### src/rtl/preg_free_list_if.sv
// Rename/commit-facing bundle of the physical register free list:
// allocate handshake, free port, and occupancy/error status.
interface preg_free_list_if #(
  parameter int PREG_WIDTH = 6,
  parameter int CNT_WIDTH  = 6
);
  logic                  alloc_req;
  logic                  alloc_valid;
  logic [PREG_WIDTH-1:0] alloc_tag;
  logic                  alloc_fire;
  logic                  free_valid;
  logic [PREG_WIDTH-1:0] free_tag;
  logic [CNT_WIDTH-1:0]  free_count;
  logic                  empty;
  logic                  full;
  logic                  overflow_err;
  logic                  underflow_err;

  modport master (
    output alloc_req, free_valid, free_tag,
    input  alloc_valid, alloc_tag, alloc_fire,
    input  free_count, empty, full, overflow_err, underflow_err
  );

  modport slave (
    input  alloc_req, free_valid, free_tag,
    output alloc_valid, alloc_tag, alloc_fire,
    output free_count, empty, full, overflow_err, underflow_err
  );
endinterface

### src/rtl/preg_free_list.sv
// Circular FIFO of unallocated physical register tags feeding rename;
// commit returns displaced tags. One allocate and one free per cycle.
module preg_free_list #(
  parameter int PREG_WIDTH = 6,
  parameter int NUM_PREG   = 64,
  parameter int NUM_AREG   = 32,
  parameter int FL_DEPTH   = NUM_PREG - NUM_AREG,
  parameter int CNT_WIDTH  = 6
) (
  input  logic             clk,
  input  logic             rst,
  preg_free_list_if.slave  fl
);

  localparam int PTR_W = (FL_DEPTH > 1) ? $clog2(FL_DEPTH) : 1;

  if ((FL_DEPTH & (FL_DEPTH - 1)) != 0) begin : g_depth_pow2_chk
    $error("preg_free_list: FL_DEPTH must be a power of two");
  end
  if (FL_DEPTH >= (1 << CNT_WIDTH)) begin : g_cnt_width_chk
    $error("preg_free_list: CNT_WIDTH cannot hold FL_DEPTH");
  end

  logic [PREG_WIDTH-1:0] mem [FL_DEPTH];
  logic [PTR_W-1:0]      head;
  logic [PTR_W-1:0]      tail;
  logic [CNT_WIDTH-1:0]  count;
  logic                  ovf_err;
  logic                  unf_err;

  logic is_empty;
  logic is_full;
  logic fire;
  logic free_ok;

  // Status comes from registered count only, so a free presented while
  // empty does not bypass to the allocate side in the same cycle.
  assign is_empty = (count == '0);
  assign is_full  = (count == CNT_WIDTH'(FL_DEPTH));
  assign fire     = fl.alloc_req & ~is_empty;
  assign free_ok  = fl.free_valid & (fl.free_tag != '0) & ~is_full;

  assign fl.alloc_valid   = ~is_empty;
  assign fl.alloc_tag     = mem[head];
  assign fl.alloc_fire    = fire;
  assign fl.free_count    = count;
  assign fl.empty         = is_empty;
  assign fl.full          = is_full;
  assign fl.overflow_err  = ovf_err;
  assign fl.underflow_err = unf_err;

  // Tag storage: reset loads the tags not mapped by the architectural state.
  always_ff @(posedge clk) begin
    if (rst) begin
      for (int i = 0; i < FL_DEPTH; i++) begin
        mem[i] <= PREG_WIDTH'(NUM_AREG + i);
      end
    end else if (free_ok) begin
      mem[tail] <= fl.free_tag;
    end
  end

  // Pointers, occupancy and sticky error flags.
  always_ff @(posedge clk) begin
    if (rst) begin
      head    <= '0;
      tail    <= '0;
      count   <= CNT_WIDTH'(FL_DEPTH);
      ovf_err <= 1'b0;
      unf_err <= 1'b0;
    end else begin
      if (fire)    head <= head + 1'b1;
      if (free_ok) tail <= tail + 1'b1;
      case ({fire, free_ok})
        2'b10:   count <= count - 1'b1;
        2'b01:   count <= count + 1'b1;
        default: count <= count;
      endcase
      // Tag 0 is hard-wired to x0; returning it is not an overflow.
      if (fl.free_valid && (fl.free_tag != '0) && is_full) ovf_err <= 1'b1;
      if (fl.alloc_req && is_empty)                       unf_err <= 1'b1;
    end
  end

endmodule
### src/flat_wrapper.sv
// flat-port wrapper written by rule: the top's interface ports become plain ports
module preg_free_list_flat 
#(
  parameter int PREG_WIDTH = 6,
  parameter int NUM_PREG   = 64,
  parameter int NUM_AREG   = 32,
  parameter int FL_DEPTH   = NUM_PREG - NUM_AREG,
  parameter int CNT_WIDTH  = 6
)
  (clk, rst, fl_alloc_req, fl_free_valid, fl_free_tag, fl_alloc_valid, fl_alloc_tag, fl_alloc_fire, fl_free_count, fl_empty, fl_full, fl_overflow_err, fl_underflow_err);
  preg_free_list_if #(.PREG_WIDTH(PREG_WIDTH), .CNT_WIDTH(CNT_WIDTH)) fl_i ();
  input  logic clk;
  input  logic rst;
  input wire logic [$bits(fl_i.alloc_req)-1:0] fl_alloc_req;
  input wire logic [$bits(fl_i.free_valid)-1:0] fl_free_valid;
  input wire logic [$bits(fl_i.free_tag)-1:0] fl_free_tag;
  output wire logic [$bits(fl_i.alloc_valid)-1:0] fl_alloc_valid;
  output wire logic [$bits(fl_i.alloc_tag)-1:0] fl_alloc_tag;
  output wire logic [$bits(fl_i.alloc_fire)-1:0] fl_alloc_fire;
  output wire logic [$bits(fl_i.free_count)-1:0] fl_free_count;
  output wire logic [$bits(fl_i.empty)-1:0] fl_empty;
  output wire logic [$bits(fl_i.full)-1:0] fl_full;
  output wire logic [$bits(fl_i.overflow_err)-1:0] fl_overflow_err;
  output wire logic [$bits(fl_i.underflow_err)-1:0] fl_underflow_err;
  assign fl_i.alloc_req = fl_alloc_req;
  assign fl_i.free_valid = fl_free_valid;
  assign fl_i.free_tag = fl_free_tag;
  assign fl_alloc_valid = fl_i.alloc_valid;
  assign fl_alloc_tag = fl_i.alloc_tag;
  assign fl_alloc_fire = fl_i.alloc_fire;
  assign fl_free_count = fl_i.free_count;
  assign fl_empty = fl_i.empty;
  assign fl_full = fl_i.full;
  assign fl_overflow_err = fl_i.overflow_err;
  assign fl_underflow_err = fl_i.underflow_err;
  preg_free_list #(.PREG_WIDTH(PREG_WIDTH), .NUM_PREG(NUM_PREG), .NUM_AREG(NUM_AREG), .FL_DEPTH(FL_DEPTH), .CNT_WIDTH(CNT_WIDTH)) u_core (.clk(clk), .rst(rst), .fl(fl_i));
endmodule
### config.mk
export PLATFORM = sky130hd
export DESIGN_NAME = preg_free_list_flat
export DESIGN_NICKNAME = d
export VERILOG_FILES = /design/src/rtl/preg_free_list_if.sv /design/src/rtl/preg_free_list.sv /design/src/flat_wrapper.sv
export SDC_FILE = /design/constraint.sdc
export NUM_CORES = 1
export LEC_CHECK = 0
export ABC_AREA = 1
export CAP_MARGIN = 25
export CORE_MARGIN = 5
export CORE_UTILIZATION = 40
export CTS_CLUSTER_SIZE = 16
export DETAILED_ROUTE_END_ITERATION = 8
export RECOVER_POWER = 100
export SLEW_MARGIN = 20
export SYNTH_ARGS = -nofsm -noshare
export SYNTH_HDL_FRONTEND = slang
export SYNTH_SLANG_ARGS = --single-unit
### constraint.sdc
create_clock -name clk -period 2.6 [get_ports clk]
set_clock_uncertainty 0.15 [all_clocks]
set_input_delay 0.39 -clock clk [delete_from_list [all_inputs] [get_ports clk]]
set_output_delay 0.39 -clock clk [all_outputs]
set_load 0.1 [all_outputs]
* Yosys cells after proc, flatten, opt, wreduce, memory -nomap -nowiden
Memory sizes are Yosys's and may differ from the RTL's. A register that Yosys moved wholly into a read port is not among the register bits. Index checks and enable logic that the tools add are counted.
Storage, ports and cells: bits in latches 0, output and inout port bits 18, memories kept 1, bits in registers 18, bits of input ports 10, RAM bits 192, memory bits (read-only) 0
Memories:
- u_core.mem | words 32, width 6, read ports 1, clocked after Yosys merged registers in 1, write ports 32, RTL line preg_free_list.sv:24 | logic [PREG_WIDTH-1:0] mem [FL_DEPTH];
Cells by class: eq/ne operators 3, mux-type cells 11, reduce and logical (&&, ||, !) cells 7, $mul 0, order comparisons 0, shifts and indexed selects 0, bitwise logic cells 5, div/mod/pow operators 0, add/sub/neg operators 4
Operator list (count):
- $mux 5 | 3
- $pmux 6 s2 | 1
- $add 5x1->5 const B | 2
- $add 6x1->6 const B | 1
- $eq 6x6->1 const B | 1
- $logic_not 6->1 | 1
- $mux 1 | 6
- $mux 6 | 1
- $reduce_bool 6->1 | 1
- $reduce_or 6->1 | 1
- $sub 6x1->6 const B | 1
- $and 1x1->1 | 3
- $logic_and 1x1->1 | 3
- $eq 2x1->1 const B | 1
- $eq 2x2->1 const B | 1
- $not 1->1 | 2
- $reduce_bool 2->1 | 1

* Logic depth before layout (Yosys ltp)
word-level depth 8, depth in mapped cells 15, depth with buffers taken out 14

* Worst setup path after synthesis
Ideal clock, no wire load.
path type register to register, from register u_core.count[5], in the netlist u_core.fl.free_count[5], to register u_core.count[4], in the netlist u_core.fl.free_count[4], clock period less this slack 3876 ps, arrival 3610 ps, buffers on the path 1, setup slack -1276 ps, setup time 115 ps, required time 2335 ps, cell stages (with the launch flop) 13, cell sequence dfxtp_1 -> nand2_1 -> nor2_2 -> nor2_2 -> buf_2 -> ha_1 -> inv_1 -> ha_1 -> a21oi_1 -> o21ai_0 -> xor2_1 -> o21ai_0 -> inv_1
On the way: cells in the longest elaborated chain, start to end 5
Ends and longest elaborated chain:
- start: declaration | RTL line preg_free_list.sv:27 | logic [CNT_WIDTH-1:0] count;
- start signal: assignment | RTL line preg_free_list.sv:68 | count <= CNT_WIDTH'(FL_DEPTH);
- start signal: assignment | RTL line preg_free_list.sv:75 | 2'b10: count <= count - 1'b1;
- start signal: assignment | RTL line preg_free_list.sv:76 | 2'b01: count <= count + 1'b1;
- $eq 6x6->1 (*) | RTL line preg_free_list.sv:39 | assign is_full = (count == CNT_WIDTH'(FL_DEPTH));
- named net fl_full | RTL line flat_wrapper.sv:22 | output wire logic [$bits(fl_i.full)-1:0] fl_full;
- $not 1->1 (*) | RTL line preg_free_list.sv:41 | assign free_ok = fl.free_valid & (fl.free_tag != '0) & ~is_full;
- $and 1x1->1 (*) | RTL line preg_free_list.sv:41
- named net u_core.free_ok | RTL line preg_free_list.sv:34 | logic free_ok;
- $eq 2x1->1 / $eq 2x2->1 (equally long branches) | RTL line preg_free_list.sv:74 | case ({fire, free_ok})
- $pmux 6 s2 / $reduce_bool 2->1 (equally long branches)
Mark *: on every way through the listed nets, which the timed path passes. The rest lies on a longest branch. A chain may end at the register's enable or synchronous reset.

==> metrics.csv <==
metric,value,unit
crit end category,output pin,
leading area contributor after synthesis,edfxtp_1,
HP Class,reg2reg,
DR pass1 iterations,5,
Psw,0.00393,W
HPWL after DPL,17.6,mm
r2r endpoint,u_core.mem[9][3],
clock buffer depth,3,
initial antenna violation count,0,
R2R Setup Slk,170,ps
TritonCTS buffer count,23,
Hold Path End,u_core.fl.underflow_err,
CP max-delay cell,dfxtp_4,
Switching Fraction,36.8,%
vias per cell,5.61,
Slew Limit Headroom,21.2,%
Synth Flop Type,edfxtp_1,
setup slack after layout,-114,ps
DRC violations left,0,
CP max stage delay,410,ps
WP data arrival,2170,ps
Post-synth ARST share,0,%
ranking of synthesized cells by area,"edfxtp_1, nand2_1, nand3_1",
mux cell area share after synthesis,0,%
Antenna Nets Post-Route,0,
post-synthesis net count,1165,
final hold violations,0,
Period minus WS final,2710,ps
CP cell instances,"buf_12, buf_12, buf_16, nand2_2, nand3_2, nand3_2, nand2_1, nand2_1, nand2_1, nand2_1, nand2_2, buf_12",
Peak VDD IR,0.000796,V
most frequent CP cell,nand2_1,
power density cells,823,nW/µm²
initial core utilization,40.6,%
Final Instance Area,13000,µm²
Total Wirelength,30.4,mm
Max-Cap Viols,0,
HP Start,u_core.fl.underflow_err,
RSZ-0062 raised after global routing,yes,
CTS tree,done,
top-area cell type share of the netlist area,54.7,%
clk_lat worst skew,510,ps
most frequent cells in the layout,"nand2_1, edfxtp_1, nand3_1, nand4_1, nor2_1",
post-synthesis cell count,1143,
final core utilization,49.9,%
CP required,2060,ps
Slew Limit Fails,0,
startpoint class of the critical path,register,
complex-gate fraction of the synthesized area,1.46,%
first-pass GRT wire length,47.3,mm
"Seq/Total Area, Yosys",59.0,%
maximum clock rate,368,MHz
static leakage,4.73,nW
adder-cell share of the synthesized area,1.49,%
share of post-route cells with drive strength above 1,20.4,%
Clock H-tree levels,1,
Final GP Congestion,0.804,
Core ar.,26000,µm²
slew at the pin closest to its max-slew limit,1190,ps
initial DRC count,671,
n_diodes,0,
largest net degree at the start of global routing,49,
via count,8580,
chip height,172,µm
main combinational cell family by area after synthesis,simple AND/OR/NAND/NOR gates,
XOR/XNOR share of the synthesized area,0.581,%
Crit Path Category,reg2out,
Logic pwr share,33.5,%
synthesized area,10500,µm²
clock group share of total power,28.7,%
I/O pin cnt,28,
failing checks,setup timing,
Rows,59,
"commonest non-fill, non-tap cell in the layout",nand2_1,
placed cell areas,11600,µm²
vias in the first global route,8432,
Yosys warning count,0,
Seq pwr share,37.8,%
Post-synth EDFFs,192,
All-Layer GR Usage,20.6,%
synthesized flop and latch total,215,
status,"complete, but fails checks",
P_int,0.00674,W
Area Overhead vs Synth,22.9,%
Simple-Gate Fraction of Synth Area,31.7,%
width of the die,172,µm
WHS Path Cells,2,
period utilization,104,%
synthesized area per cell,9.23,µm²
clock root buffer,clkbuf_16,
Reg-to-Reg Start,u_core.fl.free_count[2],
drt wl/cell,19.9,µm
grt ovf,0,
CTS Sinks,215,
"Clk pin slew, worst setup/hold paths",60,ps
nets,1202,
Critical Path Fanout Max,7,
final number of setup-violating endpoints,6,
Die Area,29700,µm²
post-synth cell types,27,
Buffers on Ports,27,
r2r worst-path depth,8,
-- what timing repair did --
action                                  in CTS  in global routing
buffers inserted                             7                  1
hold endpoints to repair                     0                  0
pin swaps                                   17                 53
gates resized for setup                     48                 73
endpoints found under the setup margin       6                  6
hold buffers                                 0                  0
gates cloned                                12                  1
-- per-stage QoR --
stage,setup TNS (ps),std cells,power (W),worst slack [ps],hold WS [ps]
after CTS,-434,1530,0.0107,-78.0,341
after global routing,-2980,1530,0.0111,-202,383
after detailed placement,-16860,1471,0.00731,-144,315
after floorplan,-271,1143,0.00636,-101,309
final,-552,1530,0.0107,-114,324
after global placement,-9830,1471,0.00728,-126,318
-- synthesized netlist by cell type, drive strengths merged, types with 2 or more instances --
| cell type | count |
|---|---|
| nand2 | 336 |
| edfxtp | 192 |
| nand3 | 177 |
| nand4 | 115 |
| nor2 | 104 |
| clkbuf | 55 |
| buf | 45 |
| inv | 40 |
| dfxtp | 23 |
| a21oi | 16 |
| o21ai | 12 |
| ha | 11 |
| nor3 | 5 |
| xor2 | 5 |
| xnor2 | 2 |
-- layout make-up --
type,instances,area [µm²]
Multi-Input combinational cell,788,4170
Inverter,40,169
Clock inverter,15,106
Timing Repair Buffer,112,1270
Tap cell,335,419
Sequential cell,215,6250
Clock buffer,25,583
Fill cell,2361,13000
-- layer usage --
layer  part of all wire, %  track usage (%)  routed length, µm  vias to the layer above
met4                   3.4             6.80               1040                        0
met1                    42             27.7              12700                     4124
met3                   6.4             2.15               1940                       69
met2                    48             34.9              14700                      332
met5                     0                0                  0                        -
li1                      -                -                  -                     4055
-- critical path, delay by kind of cell (launching register included) --
kind	cells	cell delay, ps
buffers and inverters	4	610
AND/OR/NAND/NOR	8	640
flip-flops	1	410
-- cell families (layout without fill, tap and decap cells) --
group	count (synthesis)	count (layout)
simple gates	739	739
flops	215	215
buf+inv	140	192
compound gates	30	30
fa+ha+maj	12	12
xor+xnor	7	7
-- flip-flops by register name, summed over array words and instances, names as in the netlist, named ones only --
signal	cells
u_core.head	5
u_core.fl.overflow_err	1
u_core.mem	192
u_core.fl.free_count	6
u_core.fl.underflow_err	1
u_core.tail	5
-- how the worst max path moves through the flow --
stage	depth (start not counted)	to	slack, ps	startpoint
after CTS	12	fl_alloc_tag[1]	-80	register
after detailed placement	8	u_core.mem[7][2]	-140	fl_free_tag[0]
after global placement	15	u_core.fl.free_count[5]	-130	fl_free_tag[1]
final	12	fl_alloc_tag[5]	-110	register
after floorplan	13	u_core.fl.free_count[4]	-100	u_core.fl.free_count[3]
after global routing	12	fl_alloc_tag[5]	-200	register
-- power groups by stage --
| stage | logic (W) | registers [W] | clock network, W |
|---|---|---|---|
| after floorplan | 0.00197 | 0.00439 | 0 |
| after global placement | 0.00318 | 0.00410 | 0 |
| after detailed placement | 0.00320 | 0.00410 | 0 |
| after CTS | 0.00358 | 0.00404 | 0.00311 |
| after global routing | 0.00382 | 0.00405 | 0.00325 |
| final | 0.00357 | 0.00403 | 0.00306 |
Power figures use the tool's default switching activity.
